==> src/rtl/motoro3_pkg.sv <==
// Shared definitions for the motoro3 step timing path: FSM encoding,
// commutation index range and default counter width.
package motoro3_pkg;

    localparam int unsigned CNT_W_DEF = 25;
    localparam logic [2:0]  STEP_LAST = 3'd5;

    typedef enum logic [1:0] {
        IDLE  = 2'd0,
        ARM   = 2'd1,
        RUN   = 2'd2,
        DRAIN = 2'd3
    } state_e;

endpackage

==> src/rtl/motoro3_step_index.sv <==
// Six-step commutation index: registered 0..STEP_LAST up/down wrap counter.
// wrap_o flags the advance that crosses the 5/0 seam in either direction.
module motoro3_step_index
    import motoro3_pkg::*;
(
    input  logic       clk_i,
    input  logic       rst_ni,
    input  logic       adv_i,
    input  logic       dir_i,
    output logic [2:0] step_o,
    output logic       wrap_o
);

    logic [2:0] step_q, step_d;

    always_comb begin
        step_d = step_q;
        wrap_o = 1'b0;
        if (adv_i) begin
            if (dir_i) begin
                if (step_q == 3'd0) begin
                    step_d = STEP_LAST;
                    wrap_o = 1'b1;
                end else begin
                    step_d = step_q - 3'd1;
                end
            end else begin
                if (step_q >= STEP_LAST) begin
                    step_d = 3'd0;
                    wrap_o = 1'b1;
                end else begin
                    step_d = step_q + 3'd1;
                end
            end
        end
    end

    always_ff @(posedge clk_i or negedge rst_ni) begin
        if (!rst_ni) begin
            step_q <= '0;
        end else begin
            step_q <= step_d;
        end
    end

    assign step_o = step_q;

endmodule

==> src/rtl/motoro3_step_timer.sv <==
// Step timer: double-buffered period, per-step down-counter with end-of-step
// strobe, commutation index and revolution counter.
module motoro3_step_timer
    import motoro3_pkg::*;
#(
    parameter int unsigned CNT_W      = CNT_W_DEF,
    parameter int unsigned PERIOD_MIN = 1000,
    parameter int unsigned REV_W      = 16
) (
    input  logic             clk,
    input  logic             nRst,
    input  logic             m3r_enable,
    input  logic             m3r_dir,
    input  logic [CNT_W-1:0] m3r_stepPeriod,
    input  logic             m3r_periodLoad,
    output logic [CNT_W-1:0] m3cnt,
    output logic             m3cntLast1,
    output logic [2:0]       m3step,
    output logic             m3stepValid,
    output logic             m3busy,
    output logic [CNT_W-1:0] m3periodActive,
    output logic [REV_W-1:0] m3revCnt
);

    localparam logic [CNT_W-1:0] PMIN = CNT_W'(PERIOD_MIN);

    state_e           state_q, state_d;
    logic [CNT_W-1:0] cnt_q, cnt_d;
    logic [CNT_W-1:0] shadow_q, shadow_d;
    logic [CNT_W-1:0] active_q, active_d;
    logic [REV_W-1:0] rev_q, rev_d;
    logic             last1_q, last1_d;

    logic [CNT_W-1:0] clamped;
    logic [CNT_W-1:0] reload;
    logic             running;
    logic             boundary;
    logic             wrap;

    // A load strobed in the reload cycle bypasses the shadow register.
    assign clamped  = (m3r_stepPeriod < PMIN) ? PMIN : m3r_stepPeriod;
    assign reload   = m3r_periodLoad ? clamped : shadow_q;
    assign running  = (state_q == RUN) || (state_q == DRAIN);
    assign boundary = running && (cnt_q == '0);

    always_ff @(posedge clk or negedge nRst) begin
        if (!nRst) begin
            state_q  <= IDLE;
            cnt_q    <= '0;
            shadow_q <= PMIN;
            active_q <= PMIN;
            rev_q    <= '0;
            last1_q  <= 1'b0;
        end else begin
            state_q  <= state_d;
            cnt_q    <= cnt_d;
            shadow_q <= shadow_d;
            active_q <= active_d;
            rev_q    <= rev_d;
            last1_q  <= last1_d;
        end
    end

    always_comb begin
        state_d = state_q;
        unique case (state_q)
            IDLE:  if (m3r_enable) state_d = ARM;
            ARM:   state_d = RUN;
            RUN, DRAIN: begin
                if (m3r_enable)        state_d = RUN;
                else if (cnt_q == '0)  state_d = IDLE;
                else                   state_d = DRAIN;
            end
            default: state_d = IDLE;
        endcase
    end

    always_comb begin
        cnt_d    = cnt_q;
        active_d = active_q;
        shadow_d = m3r_periodLoad ? clamped : shadow_q;
        if ((state_q == ARM) || (boundary && m3r_enable)) begin
            cnt_d    = reload - CNT_W'(1);
            active_d = reload;
        end else if (boundary) begin
            cnt_d = '0;
        end else if (running) begin
            cnt_d = cnt_q - CNT_W'(1);
        end
        // Registered strobe: high in the cycle the counter sits at zero while stepping.
        last1_d = (cnt_d == '0) && ((state_d == RUN) || (state_d == DRAIN));
        rev_d   = rev_q + {{(REV_W-1){1'b0}}, wrap};
    end

    motoro3_step_index u_step_index (
        .clk_i  (clk),
        .rst_ni (nRst),
        .adv_i  (boundary),
        .dir_i  (m3r_dir),
        .step_o (m3step),
        .wrap_o (wrap)
    );

    always_comb begin
        m3cnt          = cnt_q;
        m3cntLast1     = last1_q;
        m3periodActive = active_q;
        m3revCnt       = rev_q;
        m3stepValid    = running;
        m3busy         = (state_q != IDLE);
    end

endmodule
==> config.mk <==
export PLATFORM = sky130hd
export DESIGN_NAME = motoro3_step_timer
export DESIGN_NICKNAME = d
export VERILOG_FILES = /design/src/rtl/motoro3_pkg.sv /design/src/rtl/motoro3_step_index.sv /design/src/rtl/motoro3_step_timer.sv
export SDC_FILE = /design/constraint.sdc
export NUM_CORES = 1
export LEC_CHECK = 0
export CORE_MARGIN = 5
export CORE_UTILIZATION = 52
export CTS_CLUSTER_SIZE = 14
export DETAILED_ROUTE_END_ITERATION = 16
export GPL_ROUTABILITY_DRIVEN = 0
export PLACE_DENSITY = 0.8
export SLEW_MARGIN = 30
export SYNTH_ARGS = -nofsm -noshare
export SYNTH_HDL_FRONTEND = slang
export SYNTH_SLANG_ARGS = --single-unit
==> constraint.sdc <==
create_clock -name clk -period 3.5 [get_ports clk]
set_clock_uncertainty 0.05 [all_clocks]
set_input_delay 0.35 -clock clk [delete_from_list [all_inputs] [get_ports clk]]
set_output_delay 0.35 -clock clk [all_outputs]
set_load 0.03 [all_outputs]
# Yosys cells after proc, flatten, opt, wreduce, memory -nomap -nowiden
# Cells that the tools add are included.
# totals
word_cells,47
reg_bits,97
# op_classes
n_reduce_logical,12
n_lt_le_gt_ge,2
n_mux,16
eq_ne,5
n_addsub,5
# ops
operator,count
$mux 25,5
$logic_not 25->1,2
$sub 25x1->25 const B,2
$lt 25x10->1 const B,1
$add 16x1->16,1
$mux 3,3
$eq 2x2->1 const B,4
$mux 2,3
$pmux 2 s3,1
$mux 1,4
$add 3x1->3 const B,1
$ge 3x3->1 const B,1
$logic_and 1x1->1,3
$logic_not 3->1,1
$logic_or 1x1->1,3
$sub 3x1->3 const B,1
$eq 2x1->1 const B,1
$logic_not 2->1,1
$reduce_bool 2->1,1
$reduce_or 2->1,1

# Depth between registers and ports, before layout
# depth
ltp_word,8
mapped_depth,15

# Modules after synthesis
# From an unflattened synthesis, not the netlist that was laid out.
# hier_totals
cells_unflattened,544
hier_area_um2,5261.3
# modules_own_cells
mod,area_per_inst_um2,cells_each,instances
motoro3_step_timer,4969.8,512,1
motoro3_step_index,291.5,32,1

# Least setup slack after synthesis
# No wires, ideal clock.
# synth_path
kind,input port to flip-flop
startpoint,input port m3r_periodLoad
endpoint,"register last1_q, in the netlist m3cntLast1"
cell_stages,15
required_time_ns,3.382
slack_ns,-0.290
setup_ns,0.068
arrival_time_ns,3.672
cell_sequence,buf_2 > buf_2 > buf_1 > buf_1 > nor2b_1 > a31oi_1 > ha_1 > nor3b_1 > a41oi_1 > nor4b_2 > nor4b_1 > xnor2_1 > o21ai_1 > nor4b_1 > and4_1
# synth_via
elab_chain_len,5
# synth_lines
item,line,text
from (decl),motoro3_step_timer.sv:15,"input logic m3r_periodLoad,"
$mux 25,n/a,
$sub 25x1->25,motoro3_step_timer.sv:83,cnt_d = reload - CNT_W'(1);
$mux 25,motoro3_step_timer.sv:82,if ((state_q == ARM) || (boundary && m3r_enable)) begin
via cnt_d[24],motoro3_step_timer.sv:28,"logic [CNT_W-1:0] cnt_q, cnt_d;"
$logic_not 25->1,motoro3_step_timer.sv:91,last1_d = (cnt_d == '0) && ((state_d == RUN) || (state_d == DRAIN));
$logic_and 1x1->1,motoro3_step_timer.sv:91,
via last1_d,motoro3_step_timer.sv:32,"logic last1_q, last1_d;"
to (signal assigned),motoro3_step_timer.sv:60,last1_q <= last1_d;
to (decl),motoro3_step_timer.sv:32,
# The timed path passes the listed nets, and every way through them passes these cells.
# A chain may end at the register's enable or synchronous reset.

# Worst setup path after layout
# layout_path
startpoint,input port m3r_stepPeriod[22]
endpoint,"register last1_q, in the netlist m3cntLast1"
# layout_via
elab_chain_len,7
# layout_lines
item,line,text
from (decl),motoro3_step_timer.sv:14,"input logic [CNT_W-1:0] m3r_stepPeriod,"
$lt 25x10->1,motoro3_step_timer.sv:41,assign clamped = (m3r_stepPeriod < PMIN) ? PMIN : m3r_stepPeriod;
$mux 25,motoro3_step_timer.sv:41,
$mux 25,n/a,
$sub 25x1->25,motoro3_step_timer.sv:83,
$mux 25,motoro3_step_timer.sv:82,
via cnt_d[12],motoro3_step_timer.sv:28,
$logic_not 25->1,motoro3_step_timer.sv:91,
$logic_and 1x1->1,motoro3_step_timer.sv:91,
via last1_d,motoro3_step_timer.sv:32,
# The timed path passes the listed nets, and every way through them passes these cells.

==> results.cfg <==
[clock_network]
cts_tree = done
max-clock-path-buffers = 2
cts.root.buffer_cell = clkbuf_8
cts.sinks = 97
cts_buffers = 9
clkSlewWorstSetupHoldPaths_ns = 0.09
cts.htree.levels = 3
clk_latency_ns = 0.37

[detailed_routing]
vias = 4757
via_per_inst = 5.75
initialDrtViolationCount = 384
routedWlPerCell_um = 18.0
drt_wl_total_um = 14900
ant_nets = 0
dr.pass1.iters = 5
drc = 0

[run]
cap_violations = 0

[placement]
dp_cells = 807
dp_hpwl_um = 11100
io_buffers = 101

[cells_and_area]
syn_to_final_growth_pct = 37.1
nFillCells = 708
finalNonFillerCells = 827
diodes = 0
layout-drive-gt1-share = 0.193
nNetsFinal = 727

[sta]
maxSlewViolCount = 0
max_freq_mhz = 288
post-route-period-util = 0.993
final_hold_viol_count = 0
finalSetupTns_ns = 0
max_slew.worst_pin.slew_ns = 0.738
relSlewSlack = 0.508
holdWs_ns = 0.410
fin_crit_ns = 3.48
setup_viol = 0

[synth]
synth.most_common_cell = dfrtp_1
netlist_top_cells_count = dfrtp_1 (85), nor2_1 (64), xnor2_1 (43)
yosys_register_bits = 97
mappedNetlistArea_um2 = 5190
yosysUniqueCellTypes = 65
ys_seq_area_frac = 0.471
avgSynthCellArea_um2 = 9.75
yosysWarnings = 0
synthCells = 532
synth_area_leaders = dfrtp_1 (41%), xnor2_1 (7.3%), dfstp_2 (6.1%)
syn-num-nets = 570
yosysTopAreaCell = dfrtp_1
synthDominantCellAreaShare = 0.410
synthArstFlopShare = 1.00
synth_edf_count = 0
synthFlopType = dfrtp_1

[worst_setup_path]
crit_required_ns = 3.76
cp-end-kind = flop
worst-path-max-fanout = 5
crit_path_start_kind = input port
path_class = in -> reg
arrival_ns = 3.73

[floorplan]
io_pins = 102
die_area_um2 = 12100
die_width_um = 110
initial_core_util = 0.531
die_y_um = 110
core-area_um2 = 9770
rows = 36

[power]
power_density_nw_per_um2 = 554
ir_worst_vdd_uv = 289
leakage_nw = 3.03

[global_route]
grt_overflow_total = 0
grtUsageTotal = 0.252
grt_pass1_wl_um = 23600
grt_max_degree = 83
antenna_found_initial = 0
grt_pass1_vias = 4870

[outcome]
status = finished clean

[hold_path]
worstHoldPathType = reg -> reg
-- kinds of logic (layout without fill, tap and decap cells) --
group                    Yosys count  count (layout)  share of synthesized area
AO/OA/AOI/OAI                     95              95                      0.117
multiplexers                      18              18                     0.0354
flip-flops                        97              97                      0.471
buffers and inverters             51             213                     0.0415
adder cells (fa/ha/maj)            8               8                     0.0193
XOR/XNOR                          53              53                     0.0895
AND/OR/NAND/NOR                  210             210                      0.226
-- timing repair --
action                                  in CTS  in global routing
pin swaps                                    2                 14
buffers inserted                             0                  3
hold buffers                                 1                  0
endpoints found under the setup margin       1                  2
endpoints found under the hold margin       38                  0
gates resized for setup                      2                 21
-- area by class of cell --
cell class              instances  area, um^2  area share
clock inverters                 6        90.1      0.0127
flip-flops and latches         97        2440       0.343
well taps                     133         166      0.0234
repair buffers                168        1530       0.215
clock buffers                  10         128      0.0179
multi-input cells             384        2650       0.372
inverters                      29         109      0.0153
-- stage by stage --
stage	setup WS [ns]	area [um^2]	power [mW]	utilization
6_report	0.0248	7110	3.94	0.728
5_1_grt	-0.123	7110	4.14	0.728
4_1_cts	0.0158	6990	3.92	0.715
3_5_place_dp	-0.430	6750	3.09	0.690
3_3_place_gp	-0.200	6740	3.06	0.690
2_1_floorplan	0.0285	5210	2.42	-
-- per-layer routing --
layer  GRT usage  wire length (um)
met1       0.324              6080
met5           0                 0
met2       0.404              7220
met3      0.0640              1120
met4       0.106               437
-- path summary, 6_finish.rpt --
check / start / end / slack (ns) / cells past startpoint
setup / recovery: m3r_stepPeriod[22] / m3cntLast1$_DFF_PN0_ / 0.02 / 15
hold / removal: m3periodActive[3]$_DFFE_PN1N_ / m3periodActive[3]$_DFFE_PN1N_ / 0.41 / 2
setup reg to reg: m3cnt[0]$_DFF_PN0_ / m3cntLast1$_DFF_PN0_ / 0.26 / 10
hold reg to reg: m3periodActive[3]$_DFFE_PN1N_ / m3periodActive[3]$_DFFE_PN1N_ / 0.41 / 2
min in group asynchronous: nRst / m3cnt[23]$_DFF_PN0_ / 0.54 / 2
max in group asynchronous: nRst / shadow_q[17]$_DFF_PN0_ / 2.14 / 3
-- worst max-delay path, cell delays in order --
cell and delay, ns:
clkdlybuf4s50_1 0.46, nor4_4 0.29, and4_4 0.29, o21ai_2 0.09, a31oi_2 0.24, ha_2 0.21, buf_4 0.11, a41oi_1 0.14
nor4b_2 0.38, buf_4 0.20, nand2_1 0.09, xnor2_2 0.14, o22ai_2 0.12, nor4b_2 0.36, and4_1 0.24
-- flip-flops by register name (all words and copies together), names as in the netlist --
signal,count
m3periodActive,25
m3cnt,25
shadow_q,25
m3revCnt,16
m3cntLast1,1
u_step_index.step_o,3
state_q,2
-- report_power, final --
part           total [mW]  leakage, nW  internal (mW)  switching [mW]
logic                1.53         1.76          0.674           0.857
registers            1.59         1.15           1.33           0.253
clock network       0.823        0.107          0.407           0.415
-- placed cells by master, fill, tap and decap left out, types with 10 or more instances in the layout --
master / synthesis / final
xor2_1: 10 / 10
mux2i_1: 15 / 15
o21ai_0: 15 / 15
nor2_1: 64 / 64
dfrtp_1: 85 / 85
buf_4: 5 / 66
nand4_1: 15 / 15
inv_1: 29 / 29
a21oi_1: 24 / 24
nand3_1: 17 / 16
o22ai_1: 20 / 19
clkdlybuf4s50_1: 0 / 91
xnor2_1: 43 / 41
dfstp_2: 12 / 12
nor3_1: 22 / 21
nand2_1: 29 / 29
Power figures use the tool's default switching activity.
